$ cat config.mk
export PLATFORM = sky130hd
export DESIGN_NAME = func_result_stage
export DESIGN_NICKNAME = d
export VERILOG_FILES = /design/src/rtl/func_result_stage.sv
export SDC_FILE = /design/constraint.sdc
export NUM_CORES = 1
export LEC_CHECK = 0
export CAP_MARGIN = 0
export CELL_PAD_IN_SITES_DETAIL_PLACEMENT = 0
export CELL_PAD_IN_SITES_GLOBAL_PLACEMENT = 2
export CORE_UTILIZATION = 30
export CTS_BUF_LIST = sky130_fd_sc_hd__clkbuf_4 sky130_fd_sc_hd__clkbuf_8
export CTS_CLUSTER_DIAMETER = 80
export DETAILED_ROUTE_END_ITERATION = 12
export PLACE_DENSITY_LB_ADDON = 0.1
export SYNTH_ARGS = -nofsm -noshare
export SYNTH_HDL_FRONTEND = slang
export SYNTH_SLANG_ARGS = --single-unit
$ cat constraint.sdc
create_clock -name CLK -period 3.8 [get_ports CLK]
set_input_delay 0.76 -clock CLK [delete_from_list [all_inputs] [get_ports CLK]]
set_output_delay 0.76 -clock CLK [all_outputs]
set_load 0.005 [all_outputs]
$ cat src/rtl/func_result_stage.sv
// Receive side of the PE function unit: selects one unit result by CONF_ALU class,
// buffers it in a 2-entry queue and hands it downstream with a stream-end marker.
`ifndef CONF_ALU_B
`define CONF_ALU_B 4
`endif
`ifndef CONF_ALU_ADD
`define CONF_ALU_ADD  4'd0
`endif
`ifndef CONF_ALU_SUB
`define CONF_ALU_SUB  4'd1
`endif
`ifndef CONF_ALU_MULT
`define CONF_ALU_MULT 4'd2
`endif
`ifndef CONF_ALU_SL
`define CONF_ALU_SL   4'd3
`endif
`ifndef CONF_ALU_SR
`define CONF_ALU_SR   4'd4
`endif
`ifndef CONF_ALU_SRA
`define CONF_ALU_SRA  4'd5
`endif

module func_result_stage #(
    parameter int WORD_W  = 16,
    parameter int CARRY_W = 1,
    parameter int CNT_W   = 8
) (
    input  logic                   CLK,
    input  logic                   RST_N,
    input  logic [`CONF_ALU_B-1:0] CONF_ALU,
    input  logic [CNT_W-1:0]       CONF_CNT,
    input  logic                   START,
    input  logic                   IN_VALID,
    output logic                   IN_READY,
    input  logic [WORD_W-1:0]      ADD_SUB_OUT,
    input  logic [CARRY_W-1:0]     ADD_SUB_OUT_C,
    input  logic [WORD_W-1:0]      MULT_OUT,
    input  logic [CARRY_W-1:0]     MULT_OUT_C,
    input  logic [WORD_W-1:0]      SHIFT_OUT,
    input  logic [CARRY_W-1:0]     SHIFT_OUT_C,
    input  logic [WORD_W-1:0]      LOGIC_OUT,
    input  logic [CARRY_W-1:0]     LOGIC_OUT_C,
    output logic [WORD_W-1:0]      OUT_DATA,
    output logic [CARRY_W-1:0]     OUT_C,
    output logic                   OUT_LAST,
    output logic                   OUT_VALID,
    input  logic                   OUT_READY,
    output logic                   BUSY
);

    typedef enum logic [1:0] {
        IDLE  = 2'd0,
        RUN   = 2'd1,
        DRAIN = 2'd2
    } state_t;

    typedef struct packed {
        logic               last;
        logic [CARRY_W-1:0] c;
        logic [WORD_W-1:0]  data;
    } entry_t;

    state_t             state, state_nxt;
    logic [CNT_W-1:0]   rem, rem_nxt;
    entry_t             q_head, q_tail, in_entry;
    logic [1:0]         count;
    logic               pop, push, rem_zero, wr_head;
    logic [WORD_W-1:0]  sel_data;
    logic [CARRY_W-1:0] sel_c;

    // Data and carry always come from the same unit.
    always_comb begin
        sel_data = LOGIC_OUT;
        sel_c    = LOGIC_OUT_C;
        case (CONF_ALU)
            `CONF_ALU_ADD, `CONF_ALU_SUB: begin
                sel_data = ADD_SUB_OUT;
                sel_c    = ADD_SUB_OUT_C;
            end
            `CONF_ALU_MULT: begin
                sel_data = MULT_OUT;
                sel_c    = MULT_OUT_C;
            end
            `CONF_ALU_SL, `CONF_ALU_SR, `CONF_ALU_SRA: begin
                sel_data = SHIFT_OUT;
                sel_c    = SHIFT_OUT_C;
            end
            default: begin
                sel_data = LOGIC_OUT;
                sel_c    = LOGIC_OUT_C;
            end
        endcase
    end

    assign OUT_VALID = (count != 2'd0);
    assign pop       = OUT_VALID & OUT_READY;
    assign IN_READY  = (state == RUN) & ((count != 2'd2) | pop);
    assign push      = IN_VALID & IN_READY;
    assign rem_zero  = (rem == '0);
    assign BUSY      = (state != IDLE);

    always_comb begin
        in_entry.last = rem_zero;
        in_entry.c    = sel_c;
        in_entry.data = sel_data;
    end

    always_comb begin
        state_nxt = state;
        rem_nxt   = rem;
        case (state)
            IDLE: begin
                if (START) begin
                    state_nxt = RUN;
                    rem_nxt   = CONF_CNT;
                end
            end
            RUN: begin
                if (push) begin
                    if (rem_zero) state_nxt = DRAIN;
                    else          rem_nxt   = rem - CNT_W'(1);
                end
            end
            DRAIN: begin
                if (count == 2'd0) state_nxt = IDLE;
            end
            default: state_nxt = IDLE;
        endcase
    end

    always_ff @(posedge CLK or negedge RST_N) begin
        if (!RST_N) begin
            state <= IDLE;
            rem   <= '0;
        end else begin
            state <= state_nxt;
            rem   <= rem_nxt;
        end
    end

    // A push lands in the head slot when the queue is, or is about to become, empty.
    assign wr_head = (count == 2'd0) | ((count == 2'd1) & pop);

    always_ff @(posedge CLK or negedge RST_N) begin
        if (!RST_N) begin
            q_head <= '0;
            q_tail <= '0;
            count  <= 2'd0;
        end else begin
            if (pop && count == 2'd2) q_head <= q_tail;
            if (push) begin
                if (wr_head) q_head <= in_entry;
                else         q_tail <= in_entry;
            end
            case ({push, pop})
                2'b10:   count <= count + 2'd1;
                2'b01:   count <= count - 2'd1;
                default: count <= count;
            endcase
        end
    end

    assign OUT_DATA = q_head.data;
    assign OUT_C    = q_head.c;
    assign OUT_LAST = q_head.last & OUT_VALID;

endmodule

After elaboration in Yosys (flattened, before gate mapping) --
Index checks and enable logic that the tools add are counted.
Storage, ports and cells: register bits 48, input port bits 85, output and inout bits 21, logic and storage cells 66
Operators by class: $add $sub $neg 3, equal/unequal tests 17, mux-type cells 15, bitwise operators 8, reductions and logical operators 14
Operators by type and width (number):
- $mux 18 | 3
- $pmux 16 s3 | 1
- $mux 8 | 3
- $pmux 8 s2 | 1
- $ne 2x2->1 const B | 6
- $eq 4x2->1 const B | 2
- $eq 4x3->1 const B | 2
- $logic_not 8->1 | 1
- $mux 2 | 4
- $reduce_and 4->1 | 2
- $reduce_bool 2->1 | 4
- $sub 8x1->8 const B | 1
- $eq 2x1->1 const B | 3
- $eq 2x2->1 const B | 3
- $pmux 2 s3 | 1
- $and 1x1->1 | 5
- $eq 4x1->1 const B | 1
- $logic_not 2->1 | 2
- $logic_not 4->1 | 1
- $pmux 2 s2 | 1
- $pmux 1 s3 | 1
- $reduce_or 3->1 | 1
- $add 2x1->2 const B | 1
- $or 1x1->1 | 2
- 5 further kinds | 5

Logic depth before layout (Yosys ltp) --
word-level depth 7, mapped depth 8, depth with buffers taken out 8

Least setup slack after synthesis --
Ideal clock, no wire load.
kind input-to-reg, from input CONF_ALU[2], to register q_tail[15] (netlist name), setup time 0.125 ns, arrival time 1.872 ns, required time 3.675 ns, setup slack 1.803 ns, stages on the path 7, path buffers 3, cells stage by stage buf_2 -> nand2b_1 -> buf_4 -> buf_2 -> o22ai_1 -> a31oi_1 -> mux2_4
Between the ends: cells in the longest elaborated chain, start to end 3, elaborated cells between the ends (all ways) 9, classes of those cells eq/ne: 5; mux: 1; reduce/logical: 3
Ends and longest elaborated chain:
- start: declaration | line 32 | input logic [`CONF_ALU_B-1:0] CONF_ALU,
- $eq 4x2->1, or another cell as far along | line 77 | case (CONF_ALU)
- $reduce_or 3->1 or $reduce_or 2->1 (tied branches) | line 77
- $pmux 16 s3 (*) | line 77
- end signal: assignment | line 155 | else q_tail <= in_entry;
- end: declaration | line 67 | entry_t q_head, q_tail, in_entry;
Mark *: on every way between the ends. The rest lies on a longest branch, timed or not. A chain may end at the register's enable or synchronous reset.

Final worst setup path --
from input OUT_READY, to output IN_READY
Between the ends: cells in the longest elaborated chain, start to end 3
Ends and longest elaborated chain:
- start: declaration | line 49 | input logic OUT_READY,
- $and 1x1->1 | line 98 | assign pop = OUT_VALID & OUT_READY;
- $or 1x1->1 | line 99 | assign IN_READY = (state == RUN) & ((count != 2'd2) | pop);
- $and 1x1->1 | line 99
- end: declaration | line 36 | output logic IN_READY,
Every way passes these cells.

==> results.md <==
- Avg WL per Cell: roughly 14 µm
- Hold Crit Class: reg2reg
- Top FF cell, synth: dfrtp_1
- Int Pwr: around 0.0015 W
- CTS sink count: between 40 and 50
- Count leader, synth: dfrtp_1
- Post-synthesis sequential area ratio: a little under two fifths
- DRC: 0
- Critical path startpoint category: input port
- RSZ-0062 raised after global routing: no
- Clk slew on worst S/H paths: about 0.090 ns
- Total wire length: between 7000 and 8000 µm
- Die Height: ~100 µm
- Std cell rows: 36
- H-tree depth: 2
- Vias/cell: roughly 4.7
- Die area: between 0.01 and 0.015 mm²
- Clk Latency, worst-skew pair: ~0.30 ns
- M1 GR Usage: about a fifth
- Layout cells sized above 1: roughly 9%
- Fill cell count: between 1000 and 1500
- Io pins: about 110
- Remaining Overflow, GRT: 0
- Max-cap viol count: 0
- Post-synth EDFFs: 0
- Worst Path Max Fanout: 3
- Post-synth top area share: 38.3%
- Tmin final: about 2.8 ns
- HP Start: q_tail[3]
- Synth top cells by count: 48 x dfrtp_1, 39 x nor2_1, 31 x nor2b_1
- Vias: approximately 2600
- HPWL after DPL: approximately 5800 µm
- Combinational share of power: 44.5%
- Vias in the first global route: between 2000 and 3000
- DR iter-0 viols: slightly above 80
- Pwr Total: ~0.0023 W
- Cells after Synth: ~340
- Syn-to-layout area delta: 36.5%
- Fmax: between 300 and 400 MHz
- Worst setup startpoint: OUT_READY
- Critical Path End Type: primary output
- Cts bufs inserted: 5
- Worst Clk Skew: just over 0.007 ns
- Synth warn: 0
- DR pass1 iterations: 4
- Post-DRT Antenna Nets: 0
- Setup TNS: 0 ns
- Final Hold Viols: 0
- Die X: approximately 100 µm
- Power Dens Cells: ~540 mW/mm²
- Avg Cell Area, Syn: around 9 µm²
- Port-buffer cells: between 100 and 150
- Syn nets: 434
- Finish-stage setup viols: 0
- Initial core utilization: between 30% and 40%
- Post-CTS Setup Bufs: 0
- Netlist cell types: 46
- Largest net degree at the start of global routing: just under 50
- Leakage power: around 1.8 nW
- Net Sw Frac: 33.2%
- Critical Path AT: 2.03 ns
- Hold buffers post-CTS: 0
- RD Place Congestion: approximately 0.76
- TritonCTS clock tree: yes
- Asr flop ratio synth: between 90% and 100%
- Yosys reg bits: 48
- Pins over their slew limit: 0
- Synth top area cells: dfrtp_1 38%, nor2b_1 6.2%, mux2i_1 6.1%, nor2_1 4.7%, buf_4 4.5%
- Max clock buf depth: 2
- Post-CTS sizing: 0
- Switch Pwr: 0.000770 W
- R2R Path Start: count[0]
- # diodes: 0
- First-pass GRT wire length: around 13000 µm
- GR Util met2: around a quarter
- Yosys top cell by area: dfrtp_1
- WP data required: a little over 3 ns
- Placeable Area: 0.00995 mm²
- Worst Tran Pin Value: 1.08 ns
- Outcome: completed
- Clock network fraction of total power: between 10% and 20%
- Root buf cell: clkbuf_8
- Sequential Power Share: about two fifths
- GRT Overall Usage: ~15%
- Period Utilization, post-route: between 70% and 80%
- Worst slew margin: between 20 and 30%
- Met3 usage: between 3 and 4%
- Post-synth design cell area: approximately 0.0031 mm²
- Maximum vdd drop: 195 µV
- GR peak layer: met2
- Setup CP Type: in2out
- Initial antenna violation count: 0
- Final nets: around 520
-- cell type report --
| cell class | count | area [µm²] | share of cell area [%] |
|---|---|---|---|
| clock buffer | 6 | 82.6 | 1.93 |
| clock inverter | 2 | 38.8 | 0.906 |
| timing repair buffer | 110 | 1080 | 25.3 |
| multi-input combinational | 245 | 1660 | 38.7 |
| sequential | 48 | 1200 | 28.1 |
| tap | 133 | 166 | 3.89 |
| inverter | 14 | 52.6 | 1.23 |
-- placed cells by master (no fill, tap or decap), types with 10 or more instances in the layout --
| cell type | netlist | final |
|---|---|---|
| o22ai_1 | 18 | 18 |
| nor2b_1 | 31 | 31 |
| clkdlybuf4s50_1 | 0 | 104 |
| nor2_1 | 39 | 39 |
| mux2_2 | 10 | 10 |
| nand2_1 | 12 | 12 |
| inv_1 | 12 | 12 |
| a21oi_1 | 25 | 25 |
| mux2i_1 | 19 | 19 |
| a31oi_1 | 17 | 17 |
| o21ai_0 | 24 | 24 |
| dfrtp_1 | 48 | 48 |
-- state kept, by name, indices dropped and copies added (netlist names) --
| signal | count |
|---|---|
| q_tail | 18 |
| OUT_DATA | 16 |
| rem | 8 |
| count | 2 |
| state | 2 |
| OUT_C | 1 |
| q_head | 1 |
-- worst max-delay path, stage by stage --
cell and delay (ns):
clkdlybuf4s50_1 0.53, nand2b_4 0.09, a21oi_1 0.15, clkdlybuf4s50_1 0.51
-- power by group through the flow --
stage	clock, W	sequential, W	combinational [W]
final	0.000397	0.000890	0.00103
after global routing	0.000427	0.000924	0.00114
after CTS	0.000406	0.000893	0.00105
after detailed placement	0	0.000905	0.00105
after global placement	0	0.000894	0.00103
after floorplan	0	0.000853	0.000776
-- final timing paths --
check / to / depth (start not counted) / slack (ns)
worst max-delay path: IN_READY / 4 / 1.01
worst min-delay path: q_tail[3] / 1 / 0.49
worst max register to register: q_tail[0] / 7 / 1.61
worst min register to register: q_tail[3] / 1 / 0.49
max in group asynchronous: OUT_DATA[12] / 1 / 2.49
min in group asynchronous: rem[7] / 1 / 0.65
-- through the flow --
step	utilization, %	area [µm²]	setup slack, ns	cells	hold WS [ns]
finish	43.0	4280	1.01	558	0.494
global route	43.0	4280	0.938	558	0.519
CTS	43.0	4280	0.998	558	0.496
detailed placement	41.8	4160	0.969	550	0.475
global placement	41.8	4160	0.998	550	0.468
floorplan	-	3140	1.80	343	0.457
-- cells by family after synthesis --
family	after synthesis	share of synthesized area, %
DFF	48	38.3
adders and majority gates	6	2.39
and+or+nand+nor	102	17.6
muxes	38	13.4
AOI/OAI and AO/OA	97	18.9
buffers and inverters	50	8.90
xor gates and xnor gates	2	0.559
-- layer usage --
| layer | wire length (µm) | vias up | part of all wire [%] |
|---|---|---|---|
| met1 | 3720 | 1162 | 48 |
| met2 | 3410 | 92 | 44 |
| met5 | 0 | - | 0 |
| met3 | 516 | 6 | 6.7 |
| li1 | - | 1350 | - |
| met4 | 98 | 0 | 1.3 |
(Power assumes the default switching activity.)
